--- config.mk ---
export PLATFORM = sky130hd
export DESIGN_NAME = dpram_mask
export DESIGN_NICKNAME = d
export VERILOG_FILES = /design/src/rtl/dpram_mask.sv
export SDC_FILE = /design/constraint.sdc
export NUM_CORES = 1
export LEC_CHECK = 0
export CAP_MARGIN = 10
export CORE_ASPECT_RATIO = 1.25
export CORE_UTILIZATION = 50
export DETAILED_ROUTE_END_ITERATION = 16
export PLACE_DENSITY_LB_ADDON = 0.25
export REMOVE_ABC_BUFFERS = 1
export SLEW_MARGIN = 20
export SYNTH_ARGS = -nofsm -noshare
export SYNTH_HDL_FRONTEND = slang
export SYNTH_SLANG_ARGS = --single-unit
--- constraint.sdc ---
create_clock -name clk -period 3.3 [get_ports clk]
set_input_delay 0.825 -clock clk [delete_from_list [all_inputs] [get_ports clk]]
set_output_delay 0.825 -clock clk [all_outputs]
set_load 0.1 [all_outputs]
--- src/rtl/dpram_mask.sv ---
// -----------------------------------------------------------------------------
// dpram_mask
//
// Simple dual-port RAM (one write port, one read port, single clock) with
// per-lane write masking, a 1- or 2-cycle read pipeline and a hardware clear
// sequencer that fills every word with FILL after reset or on request.
//
// Optional build macro: DPRAM_BYPASS_EN
//   defined   : a same-cycle read and write to one address returns the written
//               lanes from datain and the unmasked lanes from memory.
//   undefined : the same collision returns the old memory word (read-first).
//
// Parameters
//   ADDR_W  address width, depth = 2**ADDR_W
//   DATA_W  word width, exact multiple of LANES
//   LANES   number of write-mask lanes, lane i = bits [i*LW +: LW]
//   RD_LAT  read latency in cycles (1 or 2)
//   FILL    value written to every word by the clear sweep
//
// Ports
//   clk         clock, all state changes on rising edge
//   rst_n       asynchronous active-low reset
//   write       write request (ignored while busy)
//   wmask       lane enables for the write
//   addr_w      write address
//   datain      write data
//   read        read request (ignored while busy)
//   addr_r      read address
//   clear       start a clear sweep (sampled only when idle)
//   dataout     read data, holds until the next completed read
//   dout_valid  one-cycle strobe marking new dataout
//   busy        clear sweep in progress
// -----------------------------------------------------------------------------
module dpram_mask #(
    parameter int                ADDR_W = 6,
    parameter int                DATA_W = 10,
    parameter int                LANES  = 2,
    parameter int                RD_LAT = 1,
    parameter logic [DATA_W-1:0] FILL   = '0
) (
    input  logic              clk,
    input  logic              rst_n,
    input  logic              write,
    input  logic [LANES-1:0]  wmask,
    input  logic [ADDR_W-1:0] addr_w,
    input  logic [DATA_W-1:0] datain,
    input  logic              read,
    input  logic [ADDR_W-1:0] addr_r,
    input  logic              clear,
    output logic [DATA_W-1:0] dataout,
    output logic              dout_valid,
    output logic              busy
);

    localparam int DEPTH = 2 ** ADDR_W;
    localparam int LW    = DATA_W / LANES;

    typedef enum logic {
        CLEAR = 1'b0,
        IDLE  = 1'b1
    } state_t;

    state_t            state_q, state_d;
    logic [ADDR_W-1:0] ptr_q, ptr_d;

    logic [DATA_W-1:0] mem [DEPTH];

    logic              wr_en;
    logic              rd_en;
    logic [DATA_W-1:0] rd_word;

    logic              vld_p0;
    logic [DATA_W-1:0] rd_data_p0;
    logic              vld_last;
    logic [DATA_W-1:0] data_last;

    // Replace the lanes selected by mask in old_word with those of new_word.
    function automatic logic [DATA_W-1:0] merge_lanes(
        input logic [DATA_W-1:0] old_word,
        input logic [DATA_W-1:0] new_word,
        input logic [LANES-1:0]  mask
    );
        logic [DATA_W-1:0] res;
        res = old_word;
        for (int i = 0; i < LANES; i++) begin
            if (mask[i]) begin
                res[i*LW +: LW] = new_word[i*LW +: LW];
            end
        end
        return res;
    endfunction

    // ---------------------------------------------------------------- control
    always_ff @(posedge clk or negedge rst_n) begin
        if (!rst_n) begin
            state_q <= CLEAR;
            ptr_q   <= '0;
        end else begin
            state_q <= state_d;
            ptr_q   <= ptr_d;
        end
    end

    always_comb begin
        state_d = state_q;
        ptr_d   = ptr_q;
        case (state_q)
            CLEAR: begin
                // Pointer wraps back to 0 on the last word, ready for the next sweep.
                ptr_d = ptr_q + 1'b1;
                if (ptr_q == {ADDR_W{1'b1}}) begin
                    state_d = IDLE;
                end
            end
            IDLE: begin
                if (clear) begin
                    state_d = CLEAR;
                    ptr_d   = '0;
                end
            end
            default: begin
                state_d = CLEAR;
                ptr_d   = '0;
            end
        endcase
    end

    assign busy  = (state_q == CLEAR);
    assign wr_en = (state_q == IDLE) && write;
    assign rd_en = (state_q == IDLE) && read;

    // ---------------------------------------------------------------- array
    always_ff @(posedge clk) begin
        if (state_q == CLEAR) begin
            mem[ptr_q] <= FILL;
        end else if (wr_en) begin
            mem[addr_w] <= merge_lanes(mem[addr_w], datain, wmask);
        end
    end

`ifdef DPRAM_BYPASS_EN
    assign rd_word = (wr_en && (addr_w == addr_r))
                   ? merge_lanes(mem[addr_r], datain, wmask)
                   : mem[addr_r];
`else
    assign rd_word = mem[addr_r];
`endif

    // ---------------------------------------------------------------- stage p0: array fetch
    always_ff @(posedge clk or negedge rst_n) begin
        if (!rst_n) begin
            vld_p0 <= 1'b0;
        end else begin
            vld_p0 <= rd_en;
        end
    end

    always_ff @(posedge clk) begin
        if (rd_en) begin
            rd_data_p0 <= rd_word;
        end
    end

    // ---------------------------------------------------------------- stage p1: optional extra delay
    generate
        if (RD_LAT == 2) begin : g_lat2
            logic              vld_p1;
            logic [DATA_W-1:0] rd_data_p1;

            always_ff @(posedge clk or negedge rst_n) begin
                if (!rst_n) begin
                    vld_p1 <= 1'b0;
                end else begin
                    vld_p1 <= vld_p0;
                end
            end

            always_ff @(posedge clk) begin
                if (vld_p0) begin
                    rd_data_p1 <= rd_data_p0;
                end
            end

            assign vld_last  = vld_p1;
            assign data_last = rd_data_p1;
        end else begin : g_lat1
            assign vld_last  = vld_p0;
            assign data_last = rd_data_p0;
        end
    endgenerate

    // ---------------------------------------------------------------- output register
    always_ff @(posedge clk or negedge rst_n) begin
        if (!rst_n) begin
            dataout    <= '0;
            dout_valid <= 1'b0;
        end else begin
            dout_valid <= vld_last;
            if (vld_last) begin
                dataout <= data_last;
            end
        end
    end

endmodule

# Word level (Yosys, flattened, before mapping)
# Memory sizes are Yosys's and may differ from the RTL's. A register that Yosys moved wholly into a read port is not among the register bits.
# Cells that the tools add are included.
# totals
reg_bits	19
ram_bits	640
inputBits	29
out_inout_bits	12
wordCells	35
memories	1
# memory_table
name	words	width	read_ports	rd_ports_with_merged_regs	wr	line	text
mem	64	10	1	1	1	66	logic [DATA_W-1:0] mem [DEPTH];
# op_classes
addsub	1
n_eq_ne	4
mux	18
n_bitwise	1
n_reduce_logical	5
# op_table
operator	n
$mux W5	6
$mux W6	2
$pmux W6 S2	1
$mux W10	1
$reduce_or A10 Y1	1
$add A6 B1 Y6 const B	1
$eq A6 B6 Y1 const B	1
$mux W1	6
$ne A3 B3 Y1 const B	2
$reduce_and A2 Y1	2
$logic_and A1 B1 Y1	2
$mux W2	1
$ne A2 B2 Y1 const B	1
$pmux W1 S2	1
$not A1 Y1	1

# Logic depth before layout (Yosys ltp)
# logic_depth
ltp_word	7
depth_mapped	9
depth_no_buf	5

# Worst setup path after synthesis
# Ideal clock, no wire load.
# synth_timing
path_type	input to register
from	input wmask[0]
to	memory mem[0][0] (data pin)
setup_time_ns	0.367
arrival_time_ns	2.419
setup_slack_ns	0.513
cell_stages	4
cell_sequence	o211a_1 clkbuf_1 clkbuf_1 and2_1
# synth_via
elab_chain_cells	4
# synth_rtl
element	line	text
from (decl)	44	input logic [LANES-1:0] wmask,
$ne A3 B3 Y1 (no source line)	-	
$reduce_and A2 Y1 (no source line)	-	
$reduce_or A10 Y1 (no source line)	-	
$mux W10 (no source line)	-	
to (decl)	66	
# No other way between the ends.

# Final worst setup path
# layout_timing
from	input wmask[0]
to	memory mem[0][5], enable pin
# layout_via
elab_chain_cells	4
# layout_rtl
element
$ne A3 B3 Y1 (no source line) *
$reduce_and A2 Y1 (no source line) *
$reduce_or A10 Y1 (no source line) *
$mux W6 (no source line) or $mux W2 (tied branches)
# Every way passes the cells marked *; elsewhere a longest branch is shown, timed or not.

==> out/results.txt <==
DRC viols -> 0
WP buf/inv -> 1
WHS -> 483 ps
Post-CTS Resized -> 0
TNS Setup -> 0 ps
Core ar. -> 51800 um^2
gr usage total -> 23.4%
DIE HEIGHT -> 258 um
GP Congestion -> 0.829
first-pass GRT wire length -> 90400 um
drt pass-1 iters -> 5
Leak Pwr -> 10.5 nW
Seq pwr share -> 49.6%
filler instances -> 3687
final hold viol count -> 0
CP Data Arrival Time -> 3330 ps
Worst Max-Slew Pin Slew -> 1060 ps
outcome -> finished, final reports clean
root buffer cell -> clkbuf_16
CTS sink cnt -> 669
wire per inst -> 27.6 um
Setup Buffers After CTS -> 0
synthesized area -> 26300 um^2
IO Port Bufs -> 40
Detail Placement HPWL -> 40300 um
Net Switching -> 0.00537 W
worst setup path end -> mem[0][5]
gr ovfl total -> 0
Final Slew Violations -> 0
CTS H-Tree Depth -> 2
Antenna Cells -> 0
Primary FF master, synth -> edfxtp_1
Post-synth ARST share -> 2.84%
largest net degree at the start of global routing -> 65
1st-iter DRT viols -> 1190
worst reg2reg setup slack -> 300 ps
synth warn -> 0
Clock Skew -> 16.8 ps
critical path data required time -> 3570 ps
CP Class -> in -> reg
FF+latch area -> 20000 um^2
die area -> 53500 um^2
Total Routed Length -> 60700 um
clock latency on the worst-skew pair -> 620 ps
Fmax -> 326 MHz
Switching Share -> 26.5%
Top Ports -> 41
combinational share of power -> 15.5%
Crit path depth -> 5
flops & latches, synth -> 669
number of global-route vias before repair -> 13700
Int Power -> 0.0149 W
crit end category -> flop
multi-input logic area -> 5930 um^2
CP Launch Point -> wmask[0]
max_cap viols -> 0
share of cells above drive strength 1 -> 29.9%
EDFF count, synth -> 650
CP delay by family, top -> compound AO/OA/AOI/OAI gates
CTS Buffer Depth -> 3
Critical R2R Launch -> state_q
slowest stage delay, CP -> 730 ps
Final #Nets -> 1511
count of hold-fix buffers inserted at cts -> 0
min Tclk post-route -> 3060 ps
Core Rows -> 93
CTS tree -> built
Mean Syn Cell Area -> 20.6 um^2
Final period util -> 92.9%
Cell variety after synth -> 49
Worst VDD drop -> 0.580 mV
register area share after synthesis -> 76.0%
crit start category -> primary input
final setup fails -> 0
Layout area overhead -> 16.5%
pwr/cell area -> 661 nW/um^2
CTS Buf Count -> 61
Worst path slowest cell -> o31ai_1
routed vias -> 13200
die width -> 207 um
Hold Path Class -> reg -> reg
Clock transition at path regs -> 60 ps
final core occ -> 59.2%
Clk pwr share -> 34.9%
largest fanout on the critical path -> 12
worst path cell trace -> clkdlybuf4s50_1 -> o211a_1 -> o31ai_1 -> nand2_1 -> nor2_1
Mapped Cells -> 1276
r2r worst-path depth -> 6
RSZ-0062 raised after global routing -> no
slew margin rel. -> 27.8%
Initial Utilization -> 50.8%
vias per inst -> 6.00
antenna violations before repair -> 1
post-route ant nets -> 0
R2R Path End -> mem[0][5]
-- layer usage --
| metal | vias to the layer above | track usage, % | part of all wire, % |
|---|---|---|---|
| met3 | 112 | 3.66 | 6.8 |
| met4 | 2 | 7.44 | 3.0 |
| met5 | - | 0 | 0.018 |
| li1 | 5703 | - | - |
| met2 | 524 | 40.4 | 51 |
| met1 | 6838 | 30.7 | 39 |
-- cells in the final DEF (no fill, tap or decap), drive strengths merged, types with 10 or more instances in the layout --
master	instances
edfxtp	650
buf	179
mux4	160
nor2	130
clkbuf	87
nand2	45
o22ai	30
mux2	28
mux2i	24
clkdlybuf4s50	24
o21ai	23
dfrtp	19
clkinv	15
and2	12
a21oi	11
nand3b	10
-- cell families after synthesis --
group	count (synthesis)	share of synthesized area, %
mux	212	16.0
fa+ha+maj	1	0.0475
flops	669	76.0
simple gates	225	3.75
xor+xnor	2	0.0666
buf+inv	64	1.52
compound gates	103	2.61
-- how the worst min path moves through the flow --
stage / cells after the start / from / end / slack (ps)
3_5_place_dp: 1 / data_last[5] / dataout[5] / 460
5_1_grt: 1 / data_last[2] / dataout[2] / 490
6_report: 1 / data_last[0] / dataout[0] / 480
3_3_place_gp: 1 / data_last[3] / dataout[3] / 460
2_1_floorplan: 1 / data_last[0] / dataout[0] / 450
4_1_cts: 1 / data_last[0] / dataout[0] / 480
-- power groups by stage --
stage	clock [W]	sequential [W]	combinational, W
floorplan	0	0.0106	0.00121
global placement	0	0.0102	0.00309
detailed placement	0	0.0102	0.00314
CTS	0.00720	0.0101	0.00315
global route	0.00748	0.0101	0.00328
finish	0.00708	0.0101	0.00314
-- stage by stage --
| step | area [um^2] | setup slack (ps) | total power, W | std cells |
|---|---|---|---|---|
| 2_1_floorplan | 25900 | 772 | 0.0118 | 1214 |
| 3_3_place_gp | 28600 | -319 | 0.0133 | 2083 |
| 3_5_place_dp | 28600 | -352 | 0.0134 | 2083 |
| 4_1_cts | 30700 | 311 | 0.0204 | 2196 |
| 5_1_grt | 30700 | 110 | 0.0209 | 2196 |
| 6_report | 30700 | 236 | 0.0203 | 2196 |
-- synth_stat cells (all sizes together) (2+ instances only) --
master | n | area share (%)
edfxtp | 650 | 74
mux4 | 160 | 14
nor2 | 130 | 1.9
nand2 | 45 | 0.64
buf | 42 | 1.2
o22ai | 30 | 0.71
mux2 | 28 | 1.2
mux2i | 24 | 0.91
o21ai | 23 | 0.44
clkbuf | 20 | 0.29
dfrtp | 19 | 1.8
and2 | 12 | 0.29
a21oi | 11 | 0.21
nand3b | 10 | 0.30
nand3 | 8 | 0.17
o221ai | 7 | 0.23
a2111oi | 6 | 0.20
a21o | 6 | 0.17
nand2b | 5 | 0.12
a221o | 4 | 0.15
a22o | 4 | 0.13
a22oi | 4 | 0.11
or3 | 4 | 0.095
nor2b | 3 | 0.071
or4 | 3 | 0.086
inv | 2 | 0.029
o31ai | 2 | 0.057
-- layout make-up --
type,count,area share (%)
sequential,669,65.2
multi-input combinational,543,19.3
timing repair buffer,204,6.15
clock buffer,86,5.62
tap,665,2.71
clock inverter,27,0.955
inverter,2,0.0245
-- registers in the layout, summed over array words and instances (netlist names) --
name / count
state_q: 1
dataout: 10
dout_valid: 1
mem: 640
data_last: 10
ptr_q: 6
vld_last: 1
-- worst register-to-register path, cell delays in order, from the launching register on --
cell and delay, ps:
dfrtp_1 690, o211ai_1 300, buf_4 240, or3_1 300, o31ai_1 210, nand2_1 430, nor2_1 470
Power figures use the tool's default switching activity.
